===== config.mk =====
export PLATFORM = sky130hd
export DESIGN_NAME = mips_mc_controller_flat
export DESIGN_NICKNAME = d
export VERILOG_FILES = /design/src/rtl/mips_mc_pkg.sv /design/src/rtl/mips_mc_controller_if.sv /design/src/rtl/mc_alu_control.sv /design/src/rtl/mips_mc_controller.sv /design/src/flat_wrapper.sv
export SDC_FILE = /design/constraint.sdc
export NUM_CORES = 1
export LEC_CHECK = 0
export BUFFER_PORTS_ARGS = -buffer_cell sky130_fd_sc_hd__buf_2
export CAP_MARGIN = 30
export CORE_MARGIN = 2
export CORE_UTILIZATION = 44
export CTS_CLUSTER_SIZE = 28
export DETAILED_ROUTE_END_ITERATION = 6
export GPL_TIMING_DRIVEN = 0
export PLACE_DENSITY = 0.8
export SLEW_MARGIN = 20
export SYNTH_ARGS = -nofsm -noshare
export SYNTH_HDL_FRONTEND = slang
export SYNTH_SLANG_ARGS = --single-unit

===== constraint.sdc =====
create_clock -name clk -period 2.54 [get_ports clk]
set_clock_uncertainty 0.15 [all_clocks]
set_input_delay 0.762 -clock clk [delete_from_list [all_inputs] [get_ports clk]]
set_output_delay 0.762 -clock clk [all_outputs]
set_load 0.01 [all_outputs]

===== src/rtl/mips_mc_pkg.sv =====
// Shared encodings for the multicycle MIPS controller: states, opcodes, functs
// and datapath select/ALU encodings.
package mips_mc_pkg;

  localparam int unsigned OPCODE_W = 6;
  localparam int unsigned FUNC_W   = 6;
  localparam int unsigned STATE_W  = 4;
  localparam int unsigned ALUOP_W  = 3;
  localparam int unsigned SEL_W    = 2;

  typedef enum logic [STATE_W-1:0] {
    FETCH   = 4'd0,
    DECODE  = 4'd1,
    EX_R    = 4'd2,
    WB_R    = 4'd3,
    MEM_ADR = 4'd4,
    MEM_RD  = 4'd5,
    WB_LW   = 4'd6,
    MEM_WR  = 4'd7,
    BRANCH  = 4'd8,
    JUMP    = 4'd9,
    JAL     = 4'd10,
    JR      = 4'd11,
    EX_I    = 4'd12,
    WB_I    = 4'd13
  } state_t;

  // ALU-op class handed from the FSM to the ALU control decoder
  typedef enum logic [1:0] {
    ALU_CLS_ADD   = 2'd0,
    ALU_CLS_SUB   = 2'd1,
    ALU_CLS_FUNCT = 2'd2,
    ALU_CLS_SLT   = 2'd3
  } alu_class_t;

  localparam logic [OPCODE_W-1:0] OP_RTYPE = 6'b000000;
  localparam logic [OPCODE_W-1:0] OP_LW    = 6'b100011;
  localparam logic [OPCODE_W-1:0] OP_SW    = 6'b101011;
  localparam logic [OPCODE_W-1:0] OP_BEQ   = 6'b000100;
  localparam logic [OPCODE_W-1:0] OP_ADDI  = 6'b001000;
  localparam logic [OPCODE_W-1:0] OP_SLTI  = 6'b001010;
  localparam logic [OPCODE_W-1:0] OP_J     = 6'b000010;
  localparam logic [OPCODE_W-1:0] OP_JAL   = 6'b000011;

  localparam logic [FUNC_W-1:0] FN_ADD = 6'b100000;
  localparam logic [FUNC_W-1:0] FN_SUB = 6'b100010;
  localparam logic [FUNC_W-1:0] FN_AND = 6'b100100;
  localparam logic [FUNC_W-1:0] FN_OR  = 6'b100101;
  localparam logic [FUNC_W-1:0] FN_SLT = 6'b101010;
  localparam logic [FUNC_W-1:0] FN_JR  = 6'b001000;

  localparam logic [ALUOP_W-1:0] ALU_AND = 3'b000;
  localparam logic [ALUOP_W-1:0] ALU_OR  = 3'b001;
  localparam logic [ALUOP_W-1:0] ALU_ADD = 3'b010;
  localparam logic [ALUOP_W-1:0] ALU_SUB = 3'b110;
  localparam logic [ALUOP_W-1:0] ALU_SLT = 3'b111;

  localparam logic [SEL_W-1:0] PCSRC_ALU    = 2'b00;
  localparam logic [SEL_W-1:0] PCSRC_ALUOUT = 2'b01;
  localparam logic [SEL_W-1:0] PCSRC_JUMP   = 2'b10;
  localparam logic [SEL_W-1:0] PCSRC_REGA   = 2'b11;

  localparam logic [SEL_W-1:0] REGDST_RT = 2'b00;
  localparam logic [SEL_W-1:0] REGDST_RD = 2'b01;
  localparam logic [SEL_W-1:0] REGDST_RA = 2'b10;

  localparam logic [SEL_W-1:0] WD_ALUOUT = 2'b00;
  localparam logic [SEL_W-1:0] WD_MDR    = 2'b01;
  localparam logic [SEL_W-1:0] WD_PC     = 2'b10;

  localparam logic [SEL_W-1:0] SRCB_REGB    = 2'b00;
  localparam logic [SEL_W-1:0] SRCB_FOUR    = 2'b01;
  localparam logic [SEL_W-1:0] SRCB_IMM     = 2'b10;
  localparam logic [SEL_W-1:0] SRCB_IMM_SH2 = 2'b11;

  // R-type functs that the EX_R state can execute
  function automatic logic rtype_alu_legal(input logic [FUNC_W-1:0] f);
    return (f == FN_ADD) || (f == FN_SUB) || (f == FN_AND) ||
           (f == FN_OR)  || (f == FN_SLT);
  endfunction

endpackage


===== src/rtl/mips_mc_controller_if.sv =====
// Controller <-> datapath bundle: IR fields and zero flag in, control lines out.
interface mips_mc_controller_if;
  import mips_mc_pkg::*;

  logic [OPCODE_W-1:0] opcode;
  logic [FUNC_W-1:0]   func;
  logic                zero;
  logic                PCWrite;
  logic                PCWriteCond;
  logic                IorD;
  logic                MemRead;
  logic                MemWrite;
  logic                IRWrite;
  logic [SEL_W-1:0]    RegDst;
  logic [SEL_W-1:0]    data_to_write;
  logic                RegWrite;
  logic                ALUSrcA;
  logic [SEL_W-1:0]    ALUSrcB;
  logic [ALUOP_W-1:0]  alu_operation;
  logic [SEL_W-1:0]    PCSrc;
  logic                illegal_op;
  logic [STATE_W-1:0]  state;

  modport master (
    input  opcode, func, zero,
    output PCWrite, PCWriteCond, IorD, MemRead, MemWrite, IRWrite, RegDst,
           data_to_write, RegWrite, ALUSrcA, ALUSrcB, alu_operation, PCSrc,
           illegal_op, state
  );

  modport slave (
    output opcode, func, zero,
    input  PCWrite, PCWriteCond, IorD, MemRead, MemWrite, IRWrite, RegDst,
           data_to_write, RegWrite, ALUSrcA, ALUSrcB, alu_operation, PCSrc,
           illegal_op, state
  );

endinterface


===== src/rtl/mc_alu_control.sv =====
// ALU control decoder: ALU-op class plus funct -> alu_operation (combinational).
module mc_alu_control
  import mips_mc_pkg::*;
(
  input  alu_class_t           alu_class,
  input  logic [FUNC_W-1:0]    func,
  output logic [ALUOP_W-1:0]   alu_operation
);

  // Class decode; funct-driven ops fall back to add for unlisted functs
  always_comb begin
    alu_operation = ALU_ADD;
    case (alu_class)
      ALU_CLS_ADD: alu_operation = ALU_ADD;
      ALU_CLS_SUB: alu_operation = ALU_SUB;
      ALU_CLS_SLT: alu_operation = ALU_SLT;
      ALU_CLS_FUNCT: begin
        case (func)
          FN_ADD:  alu_operation = ALU_ADD;
          FN_SUB:  alu_operation = ALU_SUB;
          FN_AND:  alu_operation = ALU_AND;
          FN_OR:   alu_operation = ALU_OR;
          FN_SLT:  alu_operation = ALU_SLT;
          default: alu_operation = ALU_ADD;
        endcase
      end
      default: alu_operation = ALU_ADD;
    endcase
  end

endmodule


===== src/rtl/mips_mc_controller.sv =====
// Multicycle MIPS control unit: Moore FSM driving datapath selects and enables.
// Optional feature macro: MC_JUMP_LINK_EN enables the JAL and JR states.
module mips_mc_controller
  import mips_mc_pkg::*;
(
  input  logic                 clk,
  input  logic                 rst,
  mips_mc_controller_if.master bus
);

  state_t             state_q;
  state_t             state_d;
  logic               pc_write;
  logic               pc_write_cond;
  logic               iord;
  logic               mem_read;
  logic               mem_write;
  logic               ir_write;
  logic [SEL_W-1:0]   reg_dst;
  logic [SEL_W-1:0]   wdata_sel;
  logic               reg_write;
  logic               src_a;
  logic [SEL_W-1:0]   src_b;
  logic               alu_use;
  alu_class_t         alu_cls;
  logic [ALUOP_W-1:0] alu_op_raw;
  logic [SEL_W-1:0]   pc_src;
  logic               illegal;

  mc_alu_control u_alu_control (
    .alu_class     (alu_cls),
    .func          (bus.func),
    .alu_operation (alu_op_raw)
  );

  // State register with synchronous active-low reset
  always_ff @(posedge clk) begin
    if (!rst) state_q <= FETCH;
    else      state_q <= state_d;
  end

  // Next-state and Moore output decode
  always_comb begin
    state_d       = state_q;
    pc_write      = 1'b0;
    pc_write_cond = 1'b0;
    iord          = 1'b0;
    mem_read      = 1'b0;
    mem_write     = 1'b0;
    ir_write      = 1'b0;
    reg_dst       = REGDST_RT;
    wdata_sel     = WD_ALUOUT;
    reg_write     = 1'b0;
    src_a         = 1'b0;
    src_b         = SRCB_REGB;
    alu_use       = 1'b0;
    alu_cls       = ALU_CLS_ADD;
    pc_src        = PCSRC_ALU;
    illegal       = 1'b0;
    case (state_q)
      FETCH: begin
        mem_read = 1'b1;
        ir_write = 1'b1;
        src_b    = SRCB_FOUR;
        alu_use  = 1'b1;
        pc_write = 1'b1;
        state_d  = DECODE;
      end
      DECODE: begin
        src_b   = SRCB_IMM_SH2;
        alu_use = 1'b1;
        state_d = FETCH;
        case (bus.opcode)
          OP_RTYPE: begin
`ifdef MC_JUMP_LINK_EN
            if (bus.func == FN_JR)                state_d = JR;
            else if (rtype_alu_legal(bus.func))   state_d = EX_R;
            else                                  illegal = 1'b1;
`else
            if (rtype_alu_legal(bus.func))        state_d = EX_R;
            else                                  illegal = 1'b1;
`endif
          end
          OP_LW, OP_SW:     state_d = MEM_ADR;
          OP_BEQ:           state_d = BRANCH;
          OP_ADDI, OP_SLTI: state_d = EX_I;
          OP_J:             state_d = JUMP;
`ifdef MC_JUMP_LINK_EN
          OP_JAL:           state_d = JAL;
`endif
          default:          illegal = 1'b1;
        endcase
      end
      EX_R: begin
        src_a   = 1'b1;
        alu_use = 1'b1;
        alu_cls = ALU_CLS_FUNCT;
        state_d = WB_R;
      end
      WB_R: begin
        reg_dst   = REGDST_RD;
        reg_write = 1'b1;
        state_d   = FETCH;
      end
      MEM_ADR: begin
        src_a   = 1'b1;
        src_b   = SRCB_IMM;
        alu_use = 1'b1;
        state_d = (bus.opcode == OP_LW) ? MEM_RD : MEM_WR;
      end
      MEM_RD: begin
        mem_read = 1'b1;
        iord     = 1'b1;
        state_d  = WB_LW;
      end
      WB_LW: begin
        wdata_sel = WD_MDR;
        reg_write = 1'b1;
        state_d   = FETCH;
      end
      MEM_WR: begin
        mem_write = 1'b1;
        iord      = 1'b1;
        state_d   = FETCH;
      end
      BRANCH: begin
        src_a         = 1'b1;
        alu_use       = 1'b1;
        alu_cls       = ALU_CLS_SUB;
        pc_src        = PCSRC_ALUOUT;
        pc_write_cond = 1'b1;
        state_d       = FETCH;
      end
      JUMP: begin
        pc_src   = PCSRC_JUMP;
        pc_write = 1'b1;
        state_d  = FETCH;
      end
`ifdef MC_JUMP_LINK_EN
      JAL: begin
        pc_src    = PCSRC_JUMP;
        pc_write  = 1'b1;
        reg_dst   = REGDST_RA;
        wdata_sel = WD_PC;
        reg_write = 1'b1;
        state_d   = FETCH;
      end
      JR: begin
        pc_src   = PCSRC_REGA;
        pc_write = 1'b1;
        state_d  = FETCH;
      end
`endif
      EX_I: begin
        src_a   = 1'b1;
        src_b   = SRCB_IMM;
        alu_use = 1'b1;
        alu_cls = (bus.opcode == OP_SLTI) ? ALU_CLS_SLT : ALU_CLS_ADD;
        state_d = WB_I;
      end
      WB_I: begin
        reg_write = 1'b1;
        state_d   = FETCH;
      end
      default: state_d = FETCH;
    endcase
  end

  // Outputs forced low while reset is held so no strobe escapes mid-instruction
  assign bus.PCWrite       = rst & pc_write;
  assign bus.PCWriteCond   = rst & pc_write_cond;
  assign bus.IorD          = rst & iord;
  assign bus.MemRead       = rst & mem_read;
  assign bus.MemWrite      = rst & mem_write;
  assign bus.IRWrite       = rst & ir_write;
  assign bus.RegDst        = rst ? reg_dst : REGDST_RT;
  assign bus.data_to_write = rst ? wdata_sel : WD_ALUOUT;
  assign bus.RegWrite      = rst & reg_write;
  assign bus.ALUSrcA       = rst & src_a;
  assign bus.ALUSrcB       = rst ? src_b : SRCB_REGB;
  assign bus.alu_operation = (rst && alu_use) ? alu_op_raw : ALUOP_W'(0);
  assign bus.PCSrc         = rst ? pc_src : PCSRC_ALU;
  assign bus.illegal_op    = rst & illegal;
  assign bus.state         = rst ? STATE_W'(state_q) : STATE_W'(FETCH);

endmodule


===== src/flat_wrapper.sv =====
// flat-port wrapper written by rule: the top's interface ports become plain ports
module mips_mc_controller_flat import mips_mc_pkg::*;
  (clk, rst, bus_opcode, bus_func, bus_zero, bus_PCWrite, bus_PCWriteCond, bus_IorD, bus_MemRead, bus_MemWrite, bus_IRWrite, bus_RegDst, bus_data_to_write, bus_RegWrite, bus_ALUSrcA, bus_ALUSrcB, bus_alu_operation, bus_PCSrc, bus_illegal_op, bus_state);
  mips_mc_controller_if bus_i ();
  input  logic clk;
  input  logic rst;
  input wire logic [$bits(bus_i.opcode)-1:0] bus_opcode;
  input wire logic [$bits(bus_i.func)-1:0] bus_func;
  input wire logic [$bits(bus_i.zero)-1:0] bus_zero;
  output wire logic [$bits(bus_i.PCWrite)-1:0] bus_PCWrite;
  output wire logic [$bits(bus_i.PCWriteCond)-1:0] bus_PCWriteCond;
  output wire logic [$bits(bus_i.IorD)-1:0] bus_IorD;
  output wire logic [$bits(bus_i.MemRead)-1:0] bus_MemRead;
  output wire logic [$bits(bus_i.MemWrite)-1:0] bus_MemWrite;
  output wire logic [$bits(bus_i.IRWrite)-1:0] bus_IRWrite;
  output wire logic [$bits(bus_i.RegDst)-1:0] bus_RegDst;
  output wire logic [$bits(bus_i.data_to_write)-1:0] bus_data_to_write;
  output wire logic [$bits(bus_i.RegWrite)-1:0] bus_RegWrite;
  output wire logic [$bits(bus_i.ALUSrcA)-1:0] bus_ALUSrcA;
  output wire logic [$bits(bus_i.ALUSrcB)-1:0] bus_ALUSrcB;
  output wire logic [$bits(bus_i.alu_operation)-1:0] bus_alu_operation;
  output wire logic [$bits(bus_i.PCSrc)-1:0] bus_PCSrc;
  output wire logic [$bits(bus_i.illegal_op)-1:0] bus_illegal_op;
  output wire logic [$bits(bus_i.state)-1:0] bus_state;
  assign bus_i.opcode = bus_opcode;
  assign bus_i.func = bus_func;
  assign bus_i.zero = bus_zero;
  assign bus_PCWrite = bus_i.PCWrite;
  assign bus_PCWriteCond = bus_i.PCWriteCond;
  assign bus_IorD = bus_i.IorD;
  assign bus_MemRead = bus_i.MemRead;
  assign bus_MemWrite = bus_i.MemWrite;
  assign bus_IRWrite = bus_i.IRWrite;
  assign bus_RegDst = bus_i.RegDst;
  assign bus_data_to_write = bus_i.data_to_write;
  assign bus_RegWrite = bus_i.RegWrite;
  assign bus_ALUSrcA = bus_i.ALUSrcA;
  assign bus_ALUSrcB = bus_i.ALUSrcB;
  assign bus_alu_operation = bus_i.alu_operation;
  assign bus_PCSrc = bus_i.PCSrc;
  assign bus_illegal_op = bus_i.illegal_op;
  assign bus_state = bus_i.state;
  mips_mc_controller u_core (.clk(clk), .rst(rst), .bus(bus_i));
endmodule

## Word level (Yosys, flattened, before mapping)

Cells that the tools add are included.

- Bits in registers: 4
- Bits in latches: 0
- RAM bits: 0
- Bits in read-only memories: 0
- Bits of input ports: 15
- Logic and storage cells: 83
- Memories: 0

- Add/subtract/negate cells: 0
- Multiply operators: 0
- Divide/modulo/power cells: 0
- Magnitude comparators: 0
- Equal/unequal tests: 25
- Shift-type cells: 0
- Muxes and demuxes: 30
- Bitwise operators: 9
- Reductions and logical operators: 18

Operator list:

| kind | number |
|---|---|
| $eq 6x6->1 const B | 7 |
| $pmux 3 s4 | 2 |
| $pmux 4 s6 | 1 |
| $pmux 4 s5 | 1 |
| $eq 4x3->1 const B | 4 |
| $eq 4x4->1 const B | 4 |
| $mux 1 | 15 |
| $eq 6x4->1 const B | 2 |
| $pmux 2 s3 | 2 |
| $reduce_or 2->1 | 6 |
| $reduce_or 6->1 | 2 |
| $mux 2 | 5 |
| $and 1x1->1 | 9 |
| $eq 4x2->1 const B | 2 |
| $eq 6x2->1 const B | 1 |
| $eq 6x3->1 const B | 1 |
| $logic_not 6->1 | 1 |
| $eq 2x2->1 const B | 2 |
| $eq 4x1->1 const B | 1 |
| $logic_not 4->1 | 1 |
| $logic_or 1x1->1 | 4 |
| $mux 4 | 1 |
| $pmux 2 s2 | 1 |
| $reduce_or 4->1 | 1 |
| 6 further kinds | 6 |

## Longest topological paths before layout

Gate-level depths: netlist of the first run.

- Depth in word-level cells: 9
- Depth in mapped cells: 5
- Gate-level depth less buffers: 4

## By module

A second synthesis of the first run with hierarchy kept.

- Cell total of the unflattened synthesis: 100
- Area, all modules: 678.2 um^2

Modules (own cells, without submodules):

| module | instances | cells each | area each (um^2) | seq. area each (um^2) |
|---|---|---|---|---|
| mips_mc_controller | 1 | 90 | 613.1 | 80.1 |
| mc_alu_control | 1 | 10 | 65.1 | 0.0 |

## Least setup slack after synthesis of the first run

Ideal clock, no wire load.

- Path type: input -> output
- From: input bus_opcode[3]
- To: output bus_illegal_op
- Arrival time: 1.694 ns
- Required time: 1.628 ns
- Setup slack: -0.066 ns
- Stages on the path: 5
- Cell sequence: buf_6 -> xor2_1 -> a22oi_1 -> o21ai_1 -> a2111oi_2

- Longest elaborated chain between the ends: 5

RTL lines:

| what | line | source |
|---|---|---|
| start, declared | flat_wrapper.sv:7 | `input wire logic [$bits(bus_i.opcode)-1:0] bus_opcode;` |
| $eq 6x6->1 (tied with other cells) | mips_mc_controller.sv:73 | `case (bus.opcode)` |
| $reduce_or 6->1 (no source line) | n/a |  |
| $pmux 1 s2 * | mips_mc_controller.sv:73 |  |
| $mux 1 * | mips_mc_controller.sv:60 | `case (state_q)` |
| $and 1x1->1 * | mips_mc_controller.sv:183 | `assign bus.illegal_op = rst & illegal;` |
| end, declared | flat_wrapper.sv:23 | `output wire logic [$bits(bus_i.illegal_op)-1:0] bus_illegal_op;` |

Mark *: on every way between the ends. The rest lies on a longest branch, timed or not.

## Worst setup path in the final report of the first run

- From: input bus_opcode[4]
- To: output bus_alu_operation[1]

- Longest elaborated chain between the ends: 6

RTL lines:

| what | line | source |
|---|---|---|
| $eq 6x4->1 * | mips_mc_controller.sv:158 | `alu_cls = (bus.opcode == OP_SLTI) ? ALU_CLS_SLT : ALU_CLS_ADD;` |
| $mux 2 * | mips_mc_controller.sv:158 |  |
| $pmux 2 s3 * | mips_mc_controller.sv:60 |  |
| $eq 2x2->1 (tied with other cells) | mc_alu_control.sv:13 | `case (alu_class)` |
| $pmux 3 s4 * | mc_alu_control.sv:13 |  |
| $mux 3 * | mips_mc_controller.sv:181 | `assign bus.alu_operation = (rst && alu_use) ? alu_op_raw : ALUOP_W'(0);` |
| end, declared | flat_wrapper.sv:21 | `output wire logic [$bits(bus_i.alu_operation)-1:0] bus_alu_operation;` |

Marks and branches as above.

==> results of run 1 <==
[timing repair]
action                                 4_1_cts  5_1_grt
setup endpoints to repair                    4        8
resized for setup                            8       18
pin swaps                                    8       10
endpoints found under the hold margin        0        0
gates cloned                                 0        0
setup buffers                                2        4
[metrics by stage]
step / cell area, um2 / std cells / hold WS [ns] / power, mW
after detailed placement: 942.2 / 153 / 0.5222 / 0.1710
after CTS: 1010 / 158 / 0.5425 / 0.2578
after global placement: 942.2 / 153 / 0.5022 / 0.1682
final: 1092 / 162 / 0.5395 / 0.2685
after global routing: 1092 / 162 / 0.5731 / 0.2821
after floorplan: 752.0 / 103 / 0.4580 / 0.1333
[cell type report]
type	instances	share of cell area
repair buffers	40	0.2325
well taps	16	0.01833
multi-input cells	84	0.5647
flip-flops and latches	4	0.07331
inverters	6	0.02062
plain buffers	9	0.06987
clock buffers	3	0.02062
[report_power, final]
part | internal (mW) | total (mW) | switching, mW
combinational | 0.0556 | 0.118 | 0.0622
clock | 0.0531 | 0.0819 | 0.0288
sequential | 0.0653 | 0.0688 | 0.00353
[worst max-delay path, cell delays in order]
cell	delay, ns
buf_8	0.10
nor4_4	0.29
buf_4	0.18
a41o_1	0.17
buf_4	0.11
a41oi_2	0.09
buf_2	0.17
[Yosys cell counts (2+ instances only)]
cell type  instances
a21oi_1            8
a31oi_1            2
and2_1             5
and3_1             3
and3_4             2
buf_4              3
buf_6              4
clkbuf_1           2
dfxtp_1            4
inv_1              6
nand2_1            6
nand2b_1           3
nand3_1            6
nor2_1             8
nor3_1             4
nor3b_1            4
o21ai_0            2
xor2_1             2
[path summary, 6_finish.rpt]
kind | start | endpoint
setup / recovery | bus_opcode[4] | bus_alu_operation[1]
hold / removal | u_core.state_q[2] | u_core.state_q[3]
setup reg to reg | u_core.state_q[2] | u_core.state_q[1]
hold reg to reg | u_core.state_q[2] | u_core.state_q[3]
[logic make-up after synthesis]
family | count (synthesis)
other cells | 1
compound gates | 23
flops | 4
simple gates | 55
xor+xnor | 3
mux | 1
buf+inv | 15
[per-layer routing]
layer | vias to the layer above | wire length, um | track usage
met3 | 4 | 236 | 0.01600
met5 | - | 0 | 0
li1 | 453 | - | -
met2 | 66 | 1144 | 0.4232
met1 | 413 | 874 | 0.2718
met4 | 0 | 25 | 0.04706
==> metrics.md, run 1 <==
| Metric | Value |
|---|---|
| # setup viols final | `4` |
| Pwr per Cell Area | `245.8 nW/um2` |
| CTS clk-pin slew, worst paths | `0.04 ns` |
| Worst skew pair latency | `0.24 ns` |
| GRT Overall Usage | `0.2228` |
| R2R depth | `5` |
| Initial DRC count | `38` |
| Fillers | `132` |
| Grt total ovfl | `0` |
| CTS buffer count | `3` |
| Number of enable flip-flop cells after synthesis | `0` |
| Detailed Place HPWL | `1649 um` |
| GPL Wtd Cong | `0.8633` |
| Sequential share of the synthesized area | `0.1094` |
| CTS sink count | `4` |
| Crit path capture type | `output pin` |
| Yosys reg bits | `4` |
| Place WS | `-0.3325 ns` |
| Cells after synthesis | `102` |
| Multi-input logic area | `616.8 um2` |
| Htree depth | `1` |
| Fin worst setup slack | `-0.2454 ns` |
| Worst Hold Depth | `3` |
| Total number of vias | `936` |
| Die H | `44.79 um` |
| Largest family of logic cells by synthesized area | `simple AND/OR/NAND/NOR gates` |
| Post-Synth Adder-Cell Area | `0` |
| Setup crit start kind | `primary input` |
| I/O Buffers | `34` |
| Worst VDD drop | `0.2088 mV` |
| Clock period minus worst slack | `2.785 ns` |
| RSZ-0062 raised after global routing | `yes` |
| Cell accounting for the most synthesized area | `dfxtp_1` |
| Fin Setup TNS | `-0.8120 ns` |
| First-pass GRT wire length | `3436 um` |
| Post-Synth Simple-Gate Area | `0.4752` |
| Max reg flops | `4` |
| Multiplexer share of the synthesized area | `0.01368` |
| Initial antenna violation count | `0` |
| Max Cap Viol | `0` |
| CTS Root Cell | `clkbuf_4` |
| Hold buffers post-CTS | `0` |
| Post-route DRC | `0` |
| IO Count | `39` |
| Post-synth top flop | `dfxtp_1` |
| Commonest non-fill, non-tap cell in the layout | `buf_2` |
| Core area | `1541 um2` |
| Lkg Pwr | `0.5229 nW` |
| Share of layout cells above drive strength 1 | `0.4863` |
| FF-to-FF setup slack | `1.03 ns` |
| Final Net Count | `163` |
| DR pass1 iterations | `4` |
| Core Util, Final | `0.7086` |
| Die width | `44.79 um` |
| Synth area leaders | `dfxtp_1, buf_6, a21oi_1` |
| Top cell type's share of synthesized area | `0.1094` |
| Final hold vios | `0` |
| Fin. max-slew vios | `0` |
| Maximum clock insertion buffer count | `2` |
| Initial Util | `0.4748` |
| Sequential Area | `80.08 um2` |
| Status | `complete, but fails checks` |
| Total Wirelength | `2280 um` |
| Die area | `2006 um2` |
| Period Utilization, post-route | `1.097` |
| Vias in the first global route | `807` |
| ANT cells | `0` |
| CP required | `1.63 ns` |
| Num rows | `14` |
| Hold Crit Class | `flip-flop to flip-flop` |
| Compound-Gate Fraction of Synth Area | `0.2274` |
| CP arrival | `1.87 ns` |
| Biggest regs | `u_core.state_q (4)` |
| Area growth syn-to-layout | `49.23%` |
| Synth Area per Inst | `7.176 um2` |
| Commonest non-fill, non-tap cells in the layout | `buf_2, buf_4, nor2_1` |
| CTS tree | `yes` |
| Largest net degree at the start of global routing | `11` |
| Highest achievable clock rate | `359.0 MHz` |
| Largest register by flop count | `u_core.state_q` |
| Yosys warning count | `0` |
| Via-to-Cell Ratio | `5.778` |
| Async set or reset register ratio after synthesis | `0` |
| Count of different cell masters after synthesis | `46` |
| Failing checks | `setup timing` |
| Xor and xnor fraction of the mapped netlist area | `0.03590` |
| Post-Syn Area | `732.0 um2` |
| Worst setup path class | `primary input to output pin` |
| Antenna Nets Post-Route | `0` |
| Drt wl/cell | `14.07 um` |
| Crit-path max FO | `4` |
Power figures use the tool's default switching activity.
==> inputs of run 2 (changes only) <==
Settings changed: GPL_TIMING_DRIVEN 0 to unset, RECOVER_POWER set to 50.
==> run 2 against run 1 <==
Against the previous run: the flow still finishes with violations (setup timing); clock power fell by 7.3%; count of clock-buffer cells in the layout did not move; core utilization rose by 5.5 points; via count rose by 4.9%; fmax fell by 0.87%; register-to-register slack got worse by 0.17 ns; wire length rose by 1.9%; worst hold slack got worse by 0.15 ns; largest cell class unchanged; largest power group unchanged.
==> metrics.md, run 2 (synthesized netlist as in run 1, its figures left out) <==
| Metric | Value |
|---|---|
| R2R depth | `5 (unchanged)` |
| Grt total ovfl | `0 (unchanged)` |
| Total Wirelength | `2324 um (+1.9%)` |
| Slew margin rel. | `0.6574` |
| Antenna Nets Post-Route | `0 (unchanged)` |
| CTS buffer count | `3 (unchanged)` |
| HP Start | `u_core.state_q[2]` |
| CTS clk-pin slew, worst paths | `0.04 ns (about the same)` |
| Die width | `44.79 um (unchanged)` |
| Multi-input logic area | `604.3 um2 (-2.0%)` |
| Sequential Area | `81.33 um2 (+1.6%)` |
| Max reg flops | `4 (unchanged)` |
| RSZ-0062 raised after global routing | `yes` |
| Worst setup path class | `primary input to output pin` |
| Initial DRC count | `40 (+5.3%)` |
| CTS sink count | `4 (unchanged)` |
| Hold buffers post-CTS | `0 (unchanged)` |
| Worst VDD drop | `0.2354 mV (+13%)` |
| Crit-path max FO | `5 (+1)` |
| Die H | `44.79 um (unchanged)` |
| Largest register by flop count | `u_core.state_q` |
| Pwr per Cell Area | `237.5 nW/um2 (-3.4%)` |
| Via-to-Cell Ratio | `5.517 (-4.5%)` |
| CP required | `1.63 ns (about the same)` |
| Biggest regs | `u_core.state_q (4)` |
| Crit path capture type | `output pin` |
| Fin cells | `178 (+9.9%)` |
| Fin. max-slew vios | `0 (unchanged)` |
| Lkg Pwr | `0.5933 nW (+13%)` |
| # setup viols final | `4 (unchanged)` |
| Worst reg2reg startpoint | `u_core.state_q[0]` |
| Commonest non-fill, non-tap cell in the layout | `buf_2` |
| Initial antenna violation count | `0 (unchanged)` |
| Vias in the first global route | `905 (+12%)` |
| Dpl cell area | `1082 um2 (+15%)` |
| Htree depth | `1 (unchanged)` |
| Worst-Margin Slew | `0.5086 ns` |
| CTS tree | `yes` |
| Maximum clock insertion buffer count | `2 (unchanged)` |
| Die area | `2006 um2 (unchanged)` |
| Core Util, Final | `0.7638 (+0.05519)` |
| Max Cap Viol | `0 (unchanged)` |
| Status | `complete, but fails checks` |
| Detailed Place HPWL | `1881 um (+14%)` |
| Failing checks | `setup timing` |
| Initial Util | `0.4748 (unchanged)` |
| Worst skew pair latency | `0.23 ns (about the same)` |
| Final hold vios | `0 (unchanged)` |
| CTS Root Cell | `clkbuf_4` |
| Area growth syn-to-layout | `60.85%` |
| Min-Delay Endpoint | `u_core.state_q[3]` |
| Setup crit start kind | `primary input` |
| Fin worst setup slack | `-0.2699 ns (-0.02451 ns)` |
| Hold Crit Class | `flip-flop to flip-flop` |
| Final Net Count | `179 (+9.8%)` |
| Commonest non-fill, non-tap cells in the layout | `buf_2, buf_4, nor2_1, a21oi_1` |
| Final instance area | `1177 um2 (+7.8%)` |
| GPL Wtd Cong | `0.8459 (-2.0%)` |
| Period Utilization, post-route | `1.106 (+0.009648)` |
| IO Count | `39 (unchanged)` |
| Fillers | `116 (-12%)` |
| Total number of vias | `982 (+4.9%)` |
| Largest net degree at the start of global routing | `12 (+1)` |
| ANT cells | `0 (unchanged)` |
| GRT Overall Usage | `0.2453 (+0.02248)` |
| Final Total Pwr | `0.2796 mW (+4.1%)` |
| Highest achievable clock rate | `355.9 MHz (-0.87%)` |
| Post-route DRC | `0 (unchanged)` |
| Core area | `1541 um2 (unchanged)` |
| Drt wl/cell | `13.06 um (-7.2%)` |
| CP arrival | `1.90 ns (+0.03 ns)` |
| DR pass1 iterations | `4 (unchanged)` |
| First-pass GRT wire length | `3815 um (+11%)` |
| Worst Hold Depth | `2 (-1)` |
| Num rows | `14 (unchanged)` |
| FF-to-FF setup slack | `0.86 ns (-0.17 ns)` |
| Share of layout cells above drive strength 1 | `0.5247 (+0.03839)` |
| Placed cells | `173 (+13%)` |
| Clock period minus worst slack | `2.810 ns (+0.02451 ns)` |
| Worst reg2reg endpoint | `u_core.state_q[2]` |
| I/O Buffers | `35 (+2.9%)` |
run 2: critical path, stage by stage:
cell and delay, ns:
buf_8 0.10, nor4_4 0.40, and3_4 0.29, o21ai_4 0.07, a41oi_2 0.12, buf_2 0.15
run 2: where the power goes:
part / internal [mW] / switching (mW) / leakage, nW
combinational: 0.0696 / 0.0633 / 0.546
clock: 0.0526 / 0.0232 / 0.0138
sequential: 0.0654 / 0.00543 / 0.0331
total: 0.188 / 0.0919 / 0.593
run 2: layout make-up:
type	count	share of cell area
timing repair buffer	65	0.3624
sequential	4	0.06908
multi-input combinational	84	0.5133
tap	16	0.01700
inverter	6	0.01913
clock buffer	3	0.01913
run 2: timing repair:
item,in CTS,in global routing
gates resized for setup,7,6
setup endpoints to repair,4,8
pin swaps,6,3
endpoints found under the hold margin,0,0
buffers inserted,1,1
run 2: worst max-delay path by stage:
stage | start | endpoint
after global placement | bus_opcode[5] | bus_alu_operation[1]
after global routing | bus_opcode[4] | bus_alu_operation[0]
final | bus_opcode[4] | bus_alu_operation[1]
after CTS | bus_opcode[2] | bus_alu_operation[1]
after floorplan | bus_opcode[5] | bus_alu_operation[2]
after detailed placement | bus_opcode[5] | bus_alu_operation[1]
run 2: per-stage QoR:
stage	setup WS (ns)	TNS, ns	hold slack, ns
3_3_place_gp	-0.2877	-0.9917	0.4275
6_report	-0.2699	-1.033	0.3933
3_5_place_dp	-0.3347	-1.106	0.4457
5_1_grt	-0.3392	-1.295	0.4417
4_1_cts	-0.2868	-1.086	0.4541
2_1_floorplan	-0.01437	-0.02778	0.4580
run 2: metal layers:
layer	global-route usage	routed length [um]	up-vias
met3	0.008000	148	4
met5	0	0	-
li1	-	-	487
met2	0.4754	1191	51
met1	0.2847	943	440
met4	0.08235	40	0
==> inputs of run 3 (changes only) <==
Clock period 2.54 ns to 2.7 ns, I/O delays scaled along.
==> run 3 against run 2 <==
Against the previous run: worst setup slack better by 0.14 ns; the run still ends with setup timing left; largest power group unchanged; core utilization shrank 0.65 points; first-iteration DRC count is 75% lower; sequential share of layout area barely moved; flip-flop and latch count is the same; wire length increased by 1.2%; critical path type unchanged; critical endpoint is now bus_alu_operation[0].
==> metrics.md, run 3 (synthesized netlist as in run 1, its figures left out) <==
| Metric | Value |
|---|---|
| Status | `complete, but fails checks` |
| Failing checks | `setup timing` |
| Hold buffers post-CTS | `0 (unchanged)` |
| Total Wirelength | `2352 um (+1.2%)` |
| Vias in the first global route | `877 (-3.1%)` |
| # setup viols final | `4 (unchanged)` |
| Worst setup path class | `primary input to output pin` |
| Clock group share of total power | `0.275 (+0.004)` |
| Grt total ovfl | `0 (unchanged)` |
| Die area | `2006 um2 (unchanged)` |
| Final Net Count | `175 (-2.2%)` |
| Die width | `44.79 um (unchanged)` |
| Antenna Nets Post-Route | `0 (unchanged)` |
| Fin Setup TNS | `-0.4870 ns (+0.5455 ns)` |
| Commonest non-fill, non-tap cells in the layout | `buf_2, buf_4, a21oi_1` |
| Crit path capture type | `output pin` |
| Worst VDD drop | `0.1532 mV (-35%)` |
| GPL Wtd Cong | `0.8450 (-0.11%)` |
| IO Count | `39 (unchanged)` |
| Critical Path, Cell by Cell | `buf_6 -> nor4_4 -> and3_4 -> nand3_2 -> a21oi_1 -> buf_2` |
| Maximum clock insertion buffer count | `2 (unchanged)` |
| Bufs and invs on worst path | `2 (unchanged)` |
| CTS sink count | `4 (unchanged)` |
| Setup crit start kind | `primary input` |
| Area growth syn-to-layout | `59.49%` |
| Biggest regs | `u_core.state_q (4)` |
| First-pass GRT wire length | `3601 um (-5.6%)` |
| Initial Util | `0.4748 (unchanged)` |
| FF-to-FF setup slack | `0.88 ns (+0.02 ns)` |
| Met3 GRT Util | `0.01600 (+0.008000)` |
| Pwr per Cell Area | `223.0 nW/um2 (-6.1%)` |
| R2R depth | `5 (unchanged)` |
| Fin cells | `174 (-2.2%)` |
| Placed cells | `168 (-2.9%)` |
| Lkg Pwr | `0.5868 nW (-1.1%)` |
| Largest delay share family, worst path | `simple AND/OR/NAND/NOR gates` |
| CP required | `1.74 ns (+0.11 ns)` |
| Commonest non-fill, non-tap cell in the layout | `buf_2` |
| Min-Delay Endpoint | `u_core.state_q[2]` |
| Share of layout cells above drive strength 1 | `0.5253 (+0.0006251)` |
| Combinational share of power | `0.464 (-0.011)` |
| Clock period minus worst slack | `2.834 ns` |
| Largest net degree at the start of global routing | `15 (+3)` |
| Largest register by flop count | `u_core.state_q` |
| Detailed Place HPWL | `1697 um (-9.8%)` |
| Worst skew pair latency | `0.22 ns (about the same)` |
| Hold Crit Class | `flip-flop to flip-flop` |
| Initial DRC count | `10 (-75%)` |
| CTS tree | `yes` |
| ANT cells | `0 (unchanged)` |
| Num rows | `14 (unchanged)` |
| CTS buffer count | `3 (unchanged)` |
| Worst-Margin Slew | `0.5065 ns (-0.002125 ns)` |
| Worst reg2reg startpoint | `u_core.state_q[0]` |
| Slowest CP cell | `nor4_4` |
| RSZ-0062 raised after global routing | `yes` |
| Crit-path max FO | `3 (-2)` |
| Die H | `44.79 um (unchanged)` |
| CP max stage delay | `0.33 ns (-0.07 ns)` |
| Post-route DRC | `0 (unchanged)` |
| Initial antenna violation count | `0 (unchanged)` |
| Htree depth | `1 (unchanged)` |
| Worst Hold Depth | `2 (unchanged)` |
| GRT Overall Usage | `0.2310 (-0.01423)` |
| DR pass1 iterations | `4 (unchanged)` |
| I/O Buffers | `35 (unchanged)` |
| Drt wl/cell | `13.52 um (+3.5%)` |
| Sw Share | `0.3306 (+0.001836)` |
| Total number of vias | `978 (-0.41%)` |
| Met2 Usage GRT | `0.4348 (-0.04058)` |
| Slew margin rel. | `0.6619 (+0.004538)` |
| CTS clk-pin slew, worst paths | `0.04 ns (about the same)` |
| CP arrival | `1.87 ns (-0.03 ns)` |
| Period Utilization, post-route | `1.050` |
| Fin. max-slew vios | `0 (unchanged)` |
| Via-to-Cell Ratio | `5.621 (+1.9%)` |
| CTS Root Cell | `clkbuf_4` |
| Worst reg2reg endpoint | `u_core.state_q[1]` |
| GR Util met1 | `0.2937 (+0.009018)` |
| GRT Max-Usage Layer | `met2` |
| Core area | `1541 um2 (unchanged)` |
| Max Cap Viol | `0 (unchanged)` |
| Highest achievable clock rate | `352.8 MHz` |
| Fin worst setup slack | `-0.1341 ns (+0.1358 ns)` |
| Reg power frac | `0.262 (+0.009)` |
| Sw Pwr | `0.08606 mW (-6.4%)` |
| Max reg flops | `4 (unchanged)` |
| Internal power | `0.1742 mW (-7.2%)` |
| HP Start | `u_core.state_q[0]` |
| Final hold vios | `0 (unchanged)` |
## run 3: cell count changes in the layout (fill, tap and decap cells not counted), moves of 2 or more
cell,before,now
buf_2,32,29
buf_4,30,27
buf_6,1,4
nor2_2,1,3
## run 3: worst min-delay path, delay by kind of cell, from the launching register on
| kind | cells | cell delay [ns] |
|---|---|---|
| DFF | 1 | 0.42 |
| AOI/OAI and AO/OA | 1 | 0.21 |
| and+or+nand+nor | 1 | 0.05 |
## run 3: power by group through the flow
stage          logic (mW)  clock network [mW]  registers (mW)
6_report            0.121              0.0715          0.0681
5_1_grt             0.130              0.0751          0.0686
4_1_cts             0.114              0.0719          0.0676
3_5_place_dp        0.104                   0          0.0686
3_3_place_gp        0.101                   0          0.0680
2_1_floorplan      0.0586                   0          0.0648
## run 3: cell type report
cell class	count	area (um2)
Fill cell	120	374.1
Sequential cell	4	80.08
Timing Repair Buffer	61	407.9
Multi-Input combinational cell	84	614.3
Tap cell	16	20.02
Inverter	6	22.52
Clock buffer	3	22.52
## run 3: stage by stage
| step | worst slack, ns | instance area, um2 | util | power, mW | hold slack, ns |
|---|---|---|---|---|---|
| 5_1_grt | -0.1827 | 1167 | 0.7573 | 0.2739 | 0.6137 |
| 3_5_place_dp | -0.1982 | 1028 | 0.6672 | 0.1726 | 0.5031 |
| 3_3_place_gp | -0.1848 | 1028 | 0.6672 | 0.1687 | 0.4932 |
| 4_1_cts | -0.1478 | 1126 | 0.7305 | 0.2537 | 0.5178 |
| 2_1_floorplan | 0.03699 | 735.7 | - | 0.1234 | 0.4580 |
| 6_report | -0.1341 | 1167 | 0.7573 | 0.2603 | 0.5867 |
## run 3: what timing repair did
item,in CTS,in global routing
setup endpoints to repair,4,6
gates resized for setup,14,6
pin swaps,5,5
buffers inserted,2,1
## run 3: layer usage
metal	part of all wire	vias to the layer above
li1	-	483
met1	0.41	449
met2	0.50	42
met3	0.068	4
met4	0.014	0
met5	0	-
## run 3: worst max-delay path by stage
stage / slack, ns / from / cells after the start / endpoint
after detailed placement: -0.20 / bus_opcode[5] / 6 / bus_alu_operation[1]
after CTS: -0.15 / bus_opcode[2] / 6 / bus_alu_operation[1]
after global placement: -0.18 / bus_opcode[5] / 6 / bus_alu_operation[1]
final: -0.13 / bus_opcode[4] / 6 / bus_alu_operation[0]
after global routing: -0.18 / bus_opcode[4] / 6 / bus_alu_operation[2]
after floorplan: 0.04 / bus_opcode[3] / 5 / bus_illegal_op
